**config.mk**
```make
export PLATFORM = sky130hd
export DESIGN_NAME = mmio_timer
export DESIGN_NICKNAME = d
export VERILOG_FILES = /design/src/rtl/wi23_defs.sv /design/src/rtl/timer_prescaler.sv /design/src/rtl/mmio_timer.sv
export SDC_FILE = /design/constraint.sdc
export NUM_CORES = 1
export LEC_CHECK = 0
export ABC_AREA = 1
export CORE_MARGIN = 5
export CORE_UTILIZATION = 45
export CTS_CLUSTER_DIAMETER = 80
export DETAILED_ROUTE_END_ITERATION = 7
export HOLD_SLACK_MARGIN = 0.08
export PLACE_DENSITY = 0.66
export SLEW_MARGIN = 0
export SYNTH_ARGS = -nofsm -noshare
export SYNTH_HDL_FRONTEND = slang
export SYNTH_SLANG_ARGS = --single-unit
```
**constraint.sdc**
```tcl
create_clock -name clk -period 7.1 [get_ports clk]
set_input_delay 1.42 -clock clk [delete_from_list [all_inputs] [get_ports clk]]
set_output_delay 1.42 -clock clk [all_outputs]
set_load 0.03 [all_outputs]
```
**src/rtl/wi23_defs.sv**
```systemverilog
// Shared definitions for the WI23 memory-mapped peripherals (timer register map).
package wi23_defs;

    // Word offsets inside the timer window
    typedef enum logic [1:0] {
        TMR_CTRL  = 2'd0,
        TMR_PRESC = 2'd1,
        TMR_COUNT = 2'd2,
        TMR_CMP   = 2'd3
    } timer_reg_t;

    // CTRL register bit positions
    localparam int CTRL_EN         = 0;
    localparam int CTRL_AUTORELOAD = 1;
    localparam int CTRL_IRQ_EN     = 2;
    localparam int CTRL_MATCH      = 8;
    localparam int CTRL_OVF        = 9;

    // Base address used by the top-level memory map decoder
    localparam logic [15:0] TIMER_BASE = 16'hC010;

    // Replace the enabled bytes of a word with the corresponding bytes of new data
    function automatic logic [31:0] mergeBytes(input logic [31:0] oldVal,
                                               input logic [31:0] newVal,
                                               input logic [3:0]  byteEn);
        logic [31:0] result;
        result = oldVal;
        for (int i = 0; i < 4; i++) begin
            if (byteEn[i]) begin
                result[8*i +: 8] = newVal[8*i +: 8];
            end
        end
        return result;
    endfunction

endpackage

```
**src/rtl/timer_prescaler.sv**
```systemverilog
// Timer prescaler: holds the PRESCALE reload value, the prescale counter and
// produces the terminal-count strobe plus its registered tick pulse.
module timer_prescaler #(
    parameter int PRESC_WIDTH = 16
) (
    input  logic                     clk,
    input  logic                     rst,
    input  logic                     en_i,
    input  logic                     prescWr_i,
    input  logic [PRESC_WIDTH/8-1:0] we_i,
    input  logic [PRESC_WIDTH-1:0]   wdata_i,
    output logic [PRESC_WIDTH-1:0]   reload_o,
    output logic                     terminal_o,
    output logic                     tick_o
);

    localparam logic [PRESC_WIDTH-1:0] PCNT_ONE = {{(PRESC_WIDTH-1){1'b0}}, 1'b1};

    logic [PRESC_WIDTH-1:0] reload_q, reload_d;
    logic [PRESC_WIDTH-1:0] pcnt_q, pcnt_d;
    logic                   tick_q;
    logic                   terminal;

    assign terminal   = en_i & (pcnt_q == reload_q);
    assign terminal_o = terminal;
    assign reload_o   = reload_q;
    assign tick_o     = tick_q;

    // Next reload value and prescale count; a PRESCALE write restarts the period
    always_comb begin
        reload_d = reload_q;
        if (prescWr_i) begin
            for (int i = 0; i < PRESC_WIDTH/8; i++) begin
                if (we_i[i]) begin
                    reload_d[8*i +: 8] = wdata_i[8*i +: 8];
                end
            end
        end
        if (prescWr_i || terminal) begin
            pcnt_d = '0;
        end else if (en_i) begin
            pcnt_d = pcnt_q + PCNT_ONE;
        end else begin
            pcnt_d = pcnt_q;
        end
    end

    // Prescaler state; tick is the terminal strobe delayed by one clock
    always_ff @(posedge clk or posedge rst) begin
        if (rst) begin
            reload_q <= '0;
            pcnt_q   <= '0;
            tick_q   <= 1'b0;
        end else begin
            reload_q <= reload_d;
            pcnt_q   <= pcnt_d;
            tick_q   <= terminal;
        end
    end

endmodule

```
**src/rtl/mmio_timer.sv**
```systemverilog
// Memory-mapped timer/compare peripheral: CTRL/PRESCALE/COUNT/COMPARE registers,
// compare-match and overflow flags, level interrupt and prescaled tick pulse.
module mmio_timer
    import wi23_defs::*;
#(
    parameter int PRESC_WIDTH = 16,
    parameter int CNT_WIDTH   = 32
) (
    input  logic        clk,
    input  logic        rst,
    input  logic        sel_i,
    input  logic [1:0]  addr_i,
    input  logic [3:0]  we_i,
    input  logic [3:0]  re_i,
    input  logic [31:0] wdata_i,
    output logic [31:0] rdata_o,
    output logic        irq_o,
    output logic        tick_o
);

    localparam logic [CNT_WIDTH-1:0] CNT_ONE = {{(CNT_WIDTH-1){1'b0}}, 1'b1};

    timer_reg_t regSel;

    logic [CNT_WIDTH-1:0]   count_q, count_d;
    logic [CNT_WIDTH-1:0]   compare_q, compare_d;
    logic                   en_q, en_d;
    logic                   autoReload_q, autoReload_d;
    logic                   irqEn_q, irqEn_d;
    logic                   match_q, match_d;
    logic                   ovf_q, ovf_d;

    logic                   wrAny, wrCtrl, wrPresc, wrCount, wrCmp;
    logic                   terminal;
    logic [PRESC_WIDTH-1:0] reload;
    logic                   isMatch, isMax, matchSet, ovfSet;
    logic                   matchClr, ovfClr;
    logic [CNT_WIDTH-1:0]   countTick;

    assign regSel  = timer_reg_t'(addr_i);
    assign wrAny   = sel_i & (|we_i);
    assign wrCtrl  = wrAny & (regSel == TMR_CTRL);
    assign wrPresc = wrAny & (regSel == TMR_PRESC);
    assign wrCount = wrAny & (regSel == TMR_COUNT);
    assign wrCmp   = wrAny & (regSel == TMR_CMP);

    timer_prescaler #(
        .PRESC_WIDTH(PRESC_WIDTH)
    ) u_prescaler (
        .clk       (clk),
        .rst       (rst),
        .en_i      (en_q),
        .prescWr_i (wrPresc),
        .we_i      (we_i[PRESC_WIDTH/8-1:0]),
        .wdata_i   (wdata_i[PRESC_WIDTH-1:0]),
        .reload_o  (reload),
        .terminal_o(terminal),
        .tick_o    (tick_o)
    );

    // On a tick, a match takes priority; an all-ones count that is not an
    // auto-reloading match wraps and flags overflow.
    assign isMatch   = (count_q == compare_q);
    assign isMax     = &count_q;
    assign matchSet  = terminal & isMatch;
    assign ovfSet    = terminal & isMax & ~(isMatch & autoReload_q);
    assign countTick = (isMatch & autoReload_q) ? '0 : count_q + CNT_ONE;
    assign matchClr  = wrCtrl & we_i[1] & wdata_i[CTRL_MATCH];
    assign ovfClr    = wrCtrl & we_i[1] & wdata_i[CTRL_OVF];

    assign irq_o = irqEn_q & (match_q | ovf_q);

    // Register-file next state: software COUNT writes beat the tick update, flag sets beat clears
    always_comb begin
        en_d         = en_q;
        autoReload_d = autoReload_q;
        irqEn_d      = irqEn_q;
        compare_d    = compare_q;
        count_d      = count_q;
        if (wrCtrl && we_i[0]) begin
            en_d         = wdata_i[CTRL_EN];
            autoReload_d = wdata_i[CTRL_AUTORELOAD];
            irqEn_d      = wdata_i[CTRL_IRQ_EN];
        end
        if (wrCmp) begin
            compare_d = mergeBytes(compare_q, wdata_i, we_i);
        end
        if (wrCount) begin
            count_d = mergeBytes(count_q, wdata_i, we_i);
        end else if (terminal) begin
            count_d = countTick;
        end
        match_d = (match_q & ~matchClr) | matchSet;
        ovf_d   = (ovf_q & ~ovfClr) | ovfSet;
    end

    // Register file storage
    always_ff @(posedge clk or posedge rst) begin
        if (rst) begin
            count_q      <= '0;
            compare_q    <= '0;
            en_q         <= 1'b0;
            autoReload_q <= 1'b0;
            irqEn_q      <= 1'b0;
            match_q      <= 1'b0;
            ovf_q        <= 1'b0;
        end else begin
            count_q      <= count_d;
            compare_q    <= compare_d;
            en_q         <= en_d;
            autoReload_q <= autoReload_d;
            irqEn_q      <= irqEn_d;
            match_q      <= match_d;
            ovf_q        <= ovf_d;
        end
    end

    // Combinational read mux; returns pre-write values during a same-cycle write
    always_comb begin
        rdata_o = '0;
        if (sel_i && (|re_i)) begin
            case (regSel)
                TMR_CTRL: begin
                    rdata_o[CTRL_EN]         = en_q;
                    rdata_o[CTRL_AUTORELOAD] = autoReload_q;
                    rdata_o[CTRL_IRQ_EN]     = irqEn_q;
                    rdata_o[CTRL_MATCH]      = match_q;
                    rdata_o[CTRL_OVF]        = ovf_q;
                end
                TMR_PRESC: rdata_o[PRESC_WIDTH-1:0] = reload;
                TMR_COUNT: rdata_o = count_q;
                TMR_CMP:   rdata_o = compare_q;
                default:   rdata_o = '0;
            endcase
        end
    end

endmodule

```
==> results of run 1 <==
[through the flow]
step | std cells | cell area, um2 | hold slack [ps] | util, %
floorplan | 1000 | 6835 | 458.8 | -
global placement | 1233 | 7714 | 479.6 | 51.31
detailed placement | 1233 | 7714 | 496.0 | 51.31
CTS | 1249 | 8024 | 514.1 | 53.37
global route | 1249 | 8024 | 546.0 | 53.37
finish | 1249 | 8024 | 502.6 | 53.37
[final cells by class]
type	count	share of cell area (%)
Clock buffer	11	3.150
Clock inverter	5	0.7173
Inverter	95	4.491
Multi-Input combinational cell	765	46.70
Sequential cell	102	31.81
Tap cell	188	2.932
Timing Repair Buffer	83	10.20
[power groups by stage]
stage	logic (W)	clock network (W)	registers (W)
after CTS	0.000742	0.000529	0.000878
after global placement	0.000730	0	0.000887
final	0.000746	0.000523	0.000881
after global routing	0.000839	0.000552	0.000903
after floorplan	0.000602	0	0.000803
after detailed placement	0.000737	0	0.000888
[worst max-delay path by stage]
stage,to,slack (ps),cells past startpoint
4_1_cts,rdata_o[10],1740,9
3_3_place_gp,rdata_o[9],1750,6
3_5_place_dp,rdata_o[10],1740,9
2_1_floorplan,rdata_o[9],2740,6
6_report,rdata_o[4],1700,7
5_1_grt,rdata_o[4],1470,7
[sequential cells by signal, indices dropped and copies added (netlist names)]
name	count
irqEn_q	1
ovf_q	1
autoReload_q	1
count_q	32
u_prescaler.reload_o	16
match_q	1
u_prescaler.tick_o	1
compare_q	32
u_prescaler.pcnt_q	16
en_q	1
[cell families after synthesis]
family / share of synthesized area (%)
AOI/OAI and AO/OA: 13.36
buffers and inverters: 7.944
DFF: 37.34
adders and majority gates: 0.3660
and+or+nand+nor: 33.68
xor gates and xnor gates: 7.304
[routing by layer]
metal / vias to the layer above / GRT usage, % / share of wire (%)
met3: 20 / 3.248 / 6.5
li1: 3341 / - / -
met2: 242 / 35.44 / 43
met5: - / 0 / 0
met1: 3206 / 36.28 / 49
met4: 0 / 5.886 / 1.4
[cells in the mapped netlist]
cell type	count	share of area [%]
sky130_fd_sc_hd__clkinv_2	1	0.073
sky130_fd_sc_hd__nor2_1	122	6.7
sky130_fd_sc_hd__nor3_1	26	1.9
sky130_fd_sc_hd__nor2_2	10	0.92
sky130_fd_sc_hd__a221oi_1	15	1.9
sky130_fd_sc_hd__o22ai_1	4	0.37
sky130_fd_sc_hd__a21boi_1	1	0.11
sky130_fd_sc_hd__or2_2	1	0.092
sky130_fd_sc_hd__buf_1	4	0.22
sky130_fd_sc_hd__inv_2	6	0.33
sky130_fd_sc_hd__dfrtp_1	102	37
sky130_fd_sc_hd__nand2_2	11	1.0
sky130_fd_sc_hd__inv_1	88	4.8
sky130_fd_sc_hd__buf_4	5	0.55
sky130_fd_sc_hd__nor2_4	1	0.16
sky130_fd_sc_hd__nor4_2	1	0.18
sky130_fd_sc_hd__nand2_1	291	16
sky130_fd_sc_hd__a21boi_2	1	0.16
sky130_fd_sc_hd__o21bai_1	1	0.11
sky130_fd_sc_hd__a31oi_1	1	0.092
sky130_fd_sc_hd__a211oi_1	2	0.22
sky130_fd_sc_hd__clkbuf_1	10	0.55
sky130_fd_sc_hd__ha_1	2	0.37
sky130_fd_sc_hd__o41ai_1	1	0.13
sky130_fd_sc_hd__clkbuf_2	4	0.29
sky130_fd_sc_hd__xnor2_1	30	3.8
sky130_fd_sc_hd__nand3_1	45	3.3
sky130_fd_sc_hd__o21ai_1	46	3.4
sky130_fd_sc_hd__buf_2	15	1.1
sky130_fd_sc_hd__o21ai_0	40	2.9
sky130_fd_sc_hd__xor2_1	27	3.5
sky130_fd_sc_hd__nand4_2	1	0.18
sky130_fd_sc_hd__nor3_2	2	0.29
sky130_fd_sc_hd__a21oi_1	54	4.0
sky130_fd_sc_hd__nand3b_1	17	1.9
sky130_fd_sc_hd__and3_1	1	0.092
sky130_fd_sc_hd__nand4_1	11	1.0
[worst min-delay path, stage by stage, from the launching register on]
cell	delay (ps)
sky130_fd_sc_hd__dfrtp_1	350
sky130_fd_sc_hd__nand2_1	50
sky130_fd_sc_hd__o21ai_1	60
[layout by cell type, fill, tap and decap left out]
cell type	count
sky130_fd_sc_hd__nand2_1	291
sky130_fd_sc_hd__nor2_1	122
sky130_fd_sc_hd__dfrtp_1	102
sky130_fd_sc_hd__inv_1	87
sky130_fd_sc_hd__clkdlybuf4s50_1	78
sky130_fd_sc_hd__a21oi_1	54
sky130_fd_sc_hd__o21ai_1	46
sky130_fd_sc_hd__nand3_1	45
sky130_fd_sc_hd__o21ai_0	40
sky130_fd_sc_hd__xnor2_1	30
sky130_fd_sc_hd__xor2_1	27
sky130_fd_sc_hd__nor3_1	26
sky130_fd_sc_hd__nand3b_1	17
sky130_fd_sc_hd__a221oi_1	15
sky130_fd_sc_hd__nand4_1	11
sky130_fd_sc_hd__nand2_2	11
sky130_fd_sc_hd__nor2_2	10
sky130_fd_sc_hd__clkbuf_16	9
sky130_fd_sc_hd__inv_2	6
sky130_fd_sc_hd__buf_4	5
sky130_fd_sc_hd__o22ai_1	4
sky130_fd_sc_hd__clkinv_2	3
sky130_fd_sc_hd__nor3_2	2
sky130_fd_sc_hd__a211oi_1	2
sky130_fd_sc_hd__ha_1	2
sky130_fd_sc_hd__clkbuf_8	2
sky130_fd_sc_hd__clkinv_4	2
sky130_fd_sc_hd__a21boi_2	1
sky130_fd_sc_hd__or2_2	1
sky130_fd_sc_hd__nand4_2	1
sky130_fd_sc_hd__a21boi_1	1
sky130_fd_sc_hd__o21bai_1	1
sky130_fd_sc_hd__nor2_4	1
sky130_fd_sc_hd__and3_1	1
sky130_fd_sc_hd__o41ai_2	1
sky130_fd_sc_hd__inv_4	1
sky130_fd_sc_hd__a31oi_1	1
sky130_fd_sc_hd__nor4_2	1
sky130_fd_sc_hd__bufinv_16	1
==> impl_results.html, run 1 <==
<table>
<tr><th>Metric</th><th>Value</th></tr>
<tr><th colspan="2">Run status</th></tr>
<tr><td>Run status</td><td>finished clean</td></tr>
<tr><th colspan="2">Die</th></tr>
<tr><td>Count of standard-cell rows</td><td>between 40 and 50</td></tr>
<tr><td>Width of the die</td><td>133.2 um</td></tr>
<tr><td>Area of the die</td><td>around 18000 um2</td></tr>
<tr><td>Die height</td><td>133.2 um</td></tr>
<tr><td>Core region area</td><td>between 15000 and 20000 um2</td></tr>
<tr><td>Number of ports placed on the die boundary</td><td>79</td></tr>
<tr><td>Initial core utilization</td><td>around 45%</td></tr>
<tr><th colspan="2">Power and ir drop</th></tr>
<tr><td>Combinational share of power</td><td>34.7%</td></tr>
<tr><td>Switching share of power</td><td>approximately two fifths</td></tr>
<tr><td>Sequential share of power</td><td>41.0%</td></tr>
<tr><td>Peak VDD IR</td><td>123.7 uV</td></tr>
<tr><td>Overall power consumption</td><td>0.002150 W</td></tr>
<tr><td>Sw Pwr</td><td>roughly 0.00085 W</td></tr>
<tr><td>Int Power</td><td>between 0.001 and 0.0015 W</td></tr>
<tr><td>Power density normalized to cell area</td><td>roughly 270 nW/um2</td></tr>
<tr><td>Clock share of power</td><td>24.3%</td></tr>
<tr><td>P_leak</td><td>approximately 3.7 nW</td></tr>
<tr><th colspan="2">STA</th></tr>
<tr><td>Final Cycle Share</td><td>about three quarters</td></tr>
<tr><td>Worst Max-Slew Pin Slew</td><td>940.1 ps</td></tr>
<tr><td>Final worst-path setup slack</td><td>approximately 1700 ps</td></tr>
<tr><td>Number of pins with negative max-slew slack in the final report</td><td>0</td></tr>
<tr><td>Fin crit period</td><td>around 5400 ps</td></tr>
<tr><td>Accumulated negative setup slack</td><td>0 ps</td></tr>
<tr><td>Clock skew after layout</td><td>between 10 and 15 ps</td></tr>
<tr><td>Total setup violations reported at the end of the flow</td><td>0</td></tr>
<tr><td>Tightest slew margin relative to the limit</td><td>roughly 37%</td></tr>
<tr><td>Max Clock Freq</td><td>roughly 190 MHz</td></tr>
<tr><td>Final Hold Viols</td><td>0</td></tr>
<tr><td>Setup repair after global routing missed its margin</td><td>false</td></tr>
<tr><th colspan="2">Route</th></tr>
<tr><td>Residual antenna-violating net count after detailed routing</td><td>0</td></tr>
<tr><td>Drt drc</td><td>0</td></tr>
<tr><td>Routed via count</td><td>between 6000 and 7000</td></tr>
<tr><td>TritonRoute pass-1 iters</td><td>5</td></tr>
<tr><td>Routed WL per cell</td><td>around 17 um</td></tr>
<tr><td>Routed vias/inst</td><td>about 5.5</td></tr>
<tr><td>DRC marker count from the first detailed-route iteration</td><td>637</td></tr>
<tr><td>Routed wire length</td><td>20.88 mm</td></tr>
<tr><th colspan="2">CTS</th></tr>
<tr><td>TritonCTS clock tree</td><td>yes</td></tr>
<tr><td>Number of levels in the clock H-tree</td><td>3</td></tr>
<tr><td>Number of buffers inserted during clock tree synthesis</td><td>9</td></tr>
<tr><td>Maximum buffer depth of the clock tree</td><td>2</td></tr>
<tr><td>Clock root buffer</td><td>sky130_fd_sc_hd__clkbuf_16</td></tr>
<tr><td>Post-CTS sizing</td><td>0</td></tr>
<tr><td>Postcts setup bufs</td><td>0</td></tr>
<tr><td>Number of buffers added to fix hold violations after cts</td><td>0</td></tr>
<tr><td>Sink Count</td><td>slightly above 100</td></tr>
<tr><td>Clock edge transition at the registers on the reported setup and hold paths</td><td>about 70 ps</td></tr>
<tr><td>Later-pin clock latency in the skew report</td><td>360 ps</td></tr>
<tr><th colspan="2">Critical path</th></tr>
<tr><td>Capture point of the worst reg-to-reg path</td><td>count_q[6]</td></tr>
<tr><td>Top cell family by delay on the critical path</td><td>buffers and inverters</td></tr>
<tr><td>Depth of the worst register-to-register path</td><td>8</td></tr>
<tr><td>Library cell appearing most often on the critical path</td><td>sky130_fd_sc_hd__clkdlybuf4s50_1</td></tr>
<tr><td>Top fanout value on the critical path</td><td>19</td></tr>
<tr><td>Ordered list of cells on the worst path</td><td>clkdlybuf4s50_1 &gt; nand2_1 &gt; inv_1 &gt; buf_4 &gt; a221oi_1 &gt; nor2_1 &gt; clkdlybuf4s50_1</td></tr>
<tr><td>Data required time of the critical path</td><td>approximately 5700 ps</td></tr>
<tr><td>Source of the worst register-to-register timing path</td><td>en_q</td></tr>
<tr><td>Critical Path End Type</td><td>primary output</td></tr>
<tr><td>Worst-case register-to-register setup slack</td><td>4430 ps</td></tr>
<tr><td>Slowest cell on crit path</td><td>sky130_fd_sc_hd__clkdlybuf4s50_1</td></tr>
<tr><td>Critical path start-end classification</td><td>in -&gt; out</td></tr>
<tr><td>CP bufs+invs</td><td>4</td></tr>
<tr><td>CP startpoint kind</td><td>primary input</td></tr>
<tr><td>Worst Path Arrival</td><td>3980 ps</td></tr>
<tr><td>Launching instance or port of the critical path</td><td>addr_i[1]</td></tr>
<tr><td>Delay of the slowest critical-path stage</td><td>680 ps</td></tr>
<tr><th colspan="2">Global route</th></tr>
<tr><td>Total global routing overflow</td><td>0</td></tr>
<tr><td>Wire length of the first global-routing pass</td><td>about 34 mm</td></tr>
<tr><td>Pin count of the biggest net entering global routing</td><td>71</td></tr>
<tr><td>Overall fraction of global-route tracks in use</td><td>around a quarter</td></tr>
<tr><td>Number of antenna violations at the first check in global routing</td><td>0</td></tr>
<tr><td>Via count of the first global-routing pass</td><td>6317</td></tr>
<tr><th colspan="2">Cells and area</th></tr>
<tr><td>Total of fill cells in the finished design</td><td>approximately 1500</td></tr>
<tr><td>Sequential standard cell area</td><td>around 2600 um2</td></tr>
<tr><td>Share of cells above drive strength 1</td><td>around 5.5%</td></tr>
<tr><td>Area growth from synthesis to layout</td><td>17.39%</td></tr>
<tr><td>Count of inserted antenna diode cells</td><td>0</td></tr>
<tr><td>Total area of multi-input combinational cells</td><td>around 3700 um2</td></tr>
<tr><td>Final-stage net count</td><td>approximately 1100</td></tr>
<tr><th colspan="2">Logic synthesis</th></tr>
<tr><td>Yosys warning count</td><td>0</td></tr>
<tr><td>Total nets after synthesis</td><td>~1000</td></tr>
<tr><td>Part of the Yosys area used for sequential elements</td><td>between 30% and 40%</td></tr>
<tr><td>Per-instance average area after synthesis</td><td>around 7 um2</td></tr>
<tr><td>Post-synth cell types</td><td>37</td></tr>
<tr><td>Cell area after synthesis</td><td>6835 um2</td></tr>
<tr><td>Register bit count reported by yosys</td><td>around 100</td></tr>
<tr><td>Count of mapped cells out of synthesis</td><td>1000</td></tr>
<tr><th colspan="2">Place</th></tr>
<tr><td>Final weighted congestion in routability-driven placement</td><td>0.9151</td></tr>
<tr><td>PortBufs</td><td>between 70 and 80</td></tr>
<tr><td>Placed wire-length estimate</td><td>about 15 mm</td></tr>
<tr><td>Pre-CTS setup slack</td><td>~1700 ps</td></tr>
<tr><th colspan="2">Min path</th></tr>
<tr><td>Hold worst-path end</td><td>u_prescaler.reload_o[15]</td></tr>
<tr><td>Type of the tightest min-delay check</td><td>reg -&gt; reg</td></tr>
<tr><td>Critical hold path startpoint</td><td>u_prescaler.reload_o[15]</td></tr>
<tr><td>Depth of the worst hold-timing path</td><td>2</td></tr>
<tr><th colspan="2">Run</th></tr>
<tr><td>Maximum capacitance violations</td><td>0</td></tr>
</table>
Power figures use the tool's default switching activity.
==> run 2: changes to the inputs <==
Clock period 7.1 ns to 5.48 ns, I/O delays scaled along.
==> impl_results.html, run 2 (synthesis results as in run 1) <==
<table>
<tr><th>Metric</th><th>Value</th></tr>
<tr><th colspan="2">Run status</th></tr>
<tr><td>Run status</td><td>finished clean (unchanged)</td></tr>
<tr><th colspan="2">Die</th></tr>
<tr><td>Width of the die</td><td>133.2 um (unchanged)</td></tr>
<tr><td>Core region area</td><td>15030 um2 (unchanged)</td></tr>
<tr><td>Area of the die</td><td>17750 um2 (unchanged)</td></tr>
<tr><td>Die height</td><td>133.2 um (unchanged)</td></tr>
<tr><td>Initial core utilization</td><td>45.47% (unchanged)</td></tr>
<tr><td>Count of standard-cell rows</td><td>45 (unchanged)</td></tr>
<tr><td>Number of ports placed on the die boundary</td><td>79 (unchanged)</td></tr>
<tr><th colspan="2">Min path</th></tr>
<tr><td>Depth of the worst hold-timing path</td><td>2 (unchanged)</td></tr>
<tr><td>Type of the tightest min-delay check</td><td>reg -&gt; reg (unchanged)</td></tr>
<tr><th colspan="2">CTS</th></tr>
<tr><td>Clock edge transition at the registers on the reported setup and hold paths</td><td>60 ps (was 70 ps)</td></tr>
<tr><td>Number of buffers added to fix hold violations after cts</td><td>0 (unchanged)</td></tr>
<tr><td>Postcts setup bufs</td><td>0 (unchanged)</td></tr>
<tr><td>Clock root buffer</td><td>sky130_fd_sc_hd__clkbuf_16 (unchanged)</td></tr>
<tr><td>Sink Count</td><td>102 (unchanged)</td></tr>
<tr><td>Maximum buffer depth of the clock tree</td><td>2 (unchanged)</td></tr>
<tr><td>Number of buffers inserted during clock tree synthesis</td><td>9 (unchanged)</td></tr>
<tr><td>Post-CTS sizing</td><td>0 (unchanged)</td></tr>
<tr><td>TritonCTS clock tree</td><td>yes (unchanged)</td></tr>
<tr><td>Later-pin clock latency in the skew report</td><td>360 ps (about the same)</td></tr>
<tr><td>Number of levels in the clock H-tree</td><td>3 (unchanged)</td></tr>
<tr><th colspan="2">Critical path</th></tr>
<tr><td>Worst-case register-to-register setup slack</td><td>2830 ps (was 4430 ps)</td></tr>
<tr><td>Slowest cell on crit path</td><td>sky130_fd_sc_hd__clkdlybuf4s50_1 (unchanged)</td></tr>
<tr><td>CP startpoint kind</td><td>primary input (unchanged)</td></tr>
<tr><td>Library cell appearing most often on the critical path</td><td>sky130_fd_sc_hd__clkdlybuf4s50_1 (unchanged)</td></tr>
<tr><td>Source of the worst register-to-register timing path</td><td>en_q (unchanged)</td></tr>
<tr><td>Launching instance or port of the critical path</td><td>addr_i[1] (unchanged)</td></tr>
<tr><td>Critical path start-end classification</td><td>in -&gt; out (unchanged)</td></tr>
<tr><td>Delay of the slowest critical-path stage</td><td>680 ps (about the same)</td></tr>
<tr><td>Data required time of the critical path</td><td>4380 ps (was 5680 ps)</td></tr>
<tr><td>Capturing instance or port of the critical path</td><td>rdata_o[4] (unchanged)</td></tr>
<tr><td>Top fanout value on the critical path</td><td>18 (was 19)</td></tr>
<tr><td>Ordered list of cells on the worst path</td><td>clkdlybuf4s50_1 &gt; nand2_1 &gt; inv_1 &gt; buf_4 &gt; a221oi_1 &gt; nor2_1 &gt; clkdlybuf4s50_1 (unchanged)</td></tr>
<tr><td>Depth of the worst register-to-register path</td><td>8 (unchanged)</td></tr>
<tr><td>Capture point of the worst reg-to-reg path</td><td>count_q[2] (was count_q[6])</td></tr>
<tr><td>Worst Path Arrival</td><td>3660 ps (was 3980 ps)</td></tr>
<tr><td>Critical Path End Type</td><td>primary output (unchanged)</td></tr>
<tr><th colspan="2">STA</th></tr>
<tr><td>Setup repair after global routing missed its margin</td><td>false (unchanged)</td></tr>
<tr><td>Worst Max-Slew Pin Slew</td><td>815.9 ps (was 940.1 ps)</td></tr>
<tr><td>Final Hold Viols</td><td>0 (unchanged)</td></tr>
<tr><td>Total setup violations reported at the end of the flow</td><td>0 (unchanged)</td></tr>
<tr><td>Final Cycle Share</td><td>86.73%</td></tr>
<tr><td>Number of pins with negative max-slew slack in the final report</td><td>0 (unchanged)</td></tr>
<tr><td>Clock skew after layout</td><td>8.476 ps (was 10.77 ps)</td></tr>
<tr><td>Final worst-path setup slack</td><td>727.0 ps (was 1701 ps)</td></tr>
<tr><td>Accumulated negative setup slack</td><td>0 ps (unchanged)</td></tr>
<tr><td>Max Clock Freq</td><td>approximately 210 MHz</td></tr>
<tr><td>Fin crit period</td><td>roughly 4800 ps</td></tr>
<tr><td>Tightest slew margin relative to the limit</td><td>45.61% (was 37.33%)</td></tr>
<tr><th colspan="2">Place</th></tr>
<tr><td>Pre-CTS setup slack</td><td>787.4 ps (was 1745 ps)</td></tr>
<tr><td>Final weighted congestion in routability-driven placement</td><td>0.9138 (was 0.9151)</td></tr>
<tr><td>PortBufs</td><td>78 (unchanged)</td></tr>
<tr><td>Placed wire-length estimate</td><td>15.67 mm (was 15.42 mm)</td></tr>
<tr><th colspan="2">Route</th></tr>
<tr><td>Routed WL per cell</td><td>16.73 um (was 16.72 um)</td></tr>
<tr><td>TritonRoute pass-1 iters</td><td>5 (unchanged)</td></tr>
<tr><td>Residual antenna-violating net count after detailed routing</td><td>0 (unchanged)</td></tr>
<tr><td>Routed wire length</td><td>20.92 mm (was 20.88 mm)</td></tr>
<tr><td>Drt drc</td><td>0 (unchanged)</td></tr>
<tr><td>Routed vias/inst</td><td>5.408 (was 5.452)</td></tr>
<tr><td>DRC marker count from the first detailed-route iteration</td><td>664 (was 637)</td></tr>
<tr><td>Routed via count</td><td>6766 (was 6809)</td></tr>
<tr><th colspan="2">Global route</th></tr>
<tr><td>Number of antenna violations at the first check in global routing</td><td>0 (unchanged)</td></tr>
<tr><td>Pin count of the biggest net entering global routing</td><td>65 (was 71)</td></tr>
<tr><td>Wire length of the first global-routing pass</td><td>33.88 mm (was 33.91 mm)</td></tr>
<tr><td>Overall fraction of global-route tracks in use</td><td>23.69% (was 23.73%)</td></tr>
<tr><td>Total global routing overflow</td><td>0 (unchanged)</td></tr>
<tr><td>Via count of the first global-routing pass</td><td>6227 (was 6317)</td></tr>
<tr><th colspan="2">Power and ir drop</th></tr>
<tr><td>Int Power</td><td>0.001678 W (was 0.001305 W)</td></tr>
<tr><td>Peak VDD IR</td><td>163.8 uV (was 123.7 uV)</td></tr>
<tr><td>Combinational share of power</td><td>35.0% (was 34.7%)</td></tr>
<tr><td>Sequential share of power</td><td>41.2% (was 41.0%)</td></tr>
<tr><td>P_leak</td><td>3.712 nW (was 3.716 nW)</td></tr>
<tr><td>Switching share of power</td><td>39.56% (was 39.31%)</td></tr>
<tr><td>Power density normalized to cell area</td><td>345.8 nW/um2 (was 267.9 nW/um2)</td></tr>
<tr><td>Clock share of power</td><td>23.9% (was 24.3%)</td></tr>
<tr><td>Sw Pwr</td><td>0.001099 W (was 0.0008452 W)</td></tr>
<tr><th colspan="2">Cells and area</th></tr>
<tr><td>Top library cells by usage in the layout, fill and taps aside</td><td>sky130_fd_sc_hd__nand2_1, sky130_fd_sc_hd__nor2_1, sky130_fd_sc_hd__dfrtp_1 (unchanged)</td></tr>
<tr><td>Count of inserted antenna diode cells</td><td>0 (unchanged)</td></tr>
<tr><td>Top Registers</td><td>compare_q: 32 flops, count_q: 32 flops (unchanged)</td></tr>
<tr><td>Most frequent standard cell in the layout excluding fill and tap cells</td><td>sky130_fd_sc_hd__nand2_1 (unchanged)</td></tr>
<tr><td>Final-stage net count</td><td>1105 (was 1103)</td></tr>
<tr><td>Area growth from synthesis to layout</td><td>17.48% (was 17.39%)</td></tr>
<tr><td>Share of cells above drive strength 1</td><td>5.550% (was 5.467%)</td></tr>
<tr><th colspan="2">Run</th></tr>
<tr><td>Maximum capacitance violations</td><td>0 (unchanged)</td></tr>
</table>
run 2: cell types whose count changed in the layout (fill, tap and decap cells not counted), sizes merged:
cell / change
clkinvlp: +2
buf: +2
clkinv: -2
run 2: critical path: cells and delay by family:
kind / cells / cell delay [ps]
compound gates: 1 / 150
buf+inv: 4 / 2080
simple gates: 2 / 320
run 2: how the worst min path moves through the flow:
| stage | from | endpoint | slack, ps |
|---|---|---|---|
| after floorplan | u_prescaler.reload_o[15] | u_prescaler.reload_o[15] | 460 |
| after global placement | u_prescaler.reload_o[15] | u_prescaler.reload_o[15] | 480 |
| after detailed placement | u_prescaler.reload_o[15] | u_prescaler.reload_o[15] | 490 |
| after global routing | compare_q[13] | compare_q[13] | 560 |
| after CTS | u_prescaler.reload_o[15] | u_prescaler.reload_o[15] | 510 |
| final | u_prescaler.reload_o[15] | u_prescaler.reload_o[15] | 500 |
run 2: per-layer routing:
layer / wire [um] / vias up / track usage (%)
li1: - / 3344 / -
met1: 10150 / 3141 / 36.63
met2: 9021 / 261 / 34.73
met3: 1433 / 20 / 3.134
met4: 320 / 0 / 6.343
met5: 0 / - / 0
run 2: power by group through the flow:
| stage | Combinational (W) | Clock (W) | Sequential [W] |
|---|---|---|---|
| detailed placement | 0.000958 | 0 | 0.00115 |
| CTS | 0.000966 | 0.000674 | 0.00114 |
| global placement | 0.000946 | 0 | 0.00115 |
| global route | 0.00109 | 0.000701 | 0.00117 |
| floorplan | 0.000780 | 0 | 0.00104 |
| finish | 0.000971 | 0.000662 | 0.00114 |
run 2: area by class of cell:
| cell class | instances | area, um2 |
|---|---|---|
| clock buffers | 11 | 242.7 |
| multi-input cells | 765 | 3747 |
| well taps | 188 | 235.2 |
| fillers | 1518 | 7003 |
| clock inverters | 5 | 58.81 |
| inverters | 95 | 360.3 |
| repair buffers | 85 | 833.3 |
| flip-flops and latches | 102 | 2552 |
run 2: through the flow:
stage	total power, W	cell area [um2]	util, %	cells	hold slack (ps)
finish	0.002777	8030	53.42	1251	501.1
global placement	0.002099	7729	51.41	1235	480.2
floorplan	0.001820	6835	-	1000	458.8
CTS	0.002780	8030	53.42	1251	505.3
detailed placement	0.002111	7729	51.41	1235	490.1
global route	0.002960	8030	53.42	1251	555.5
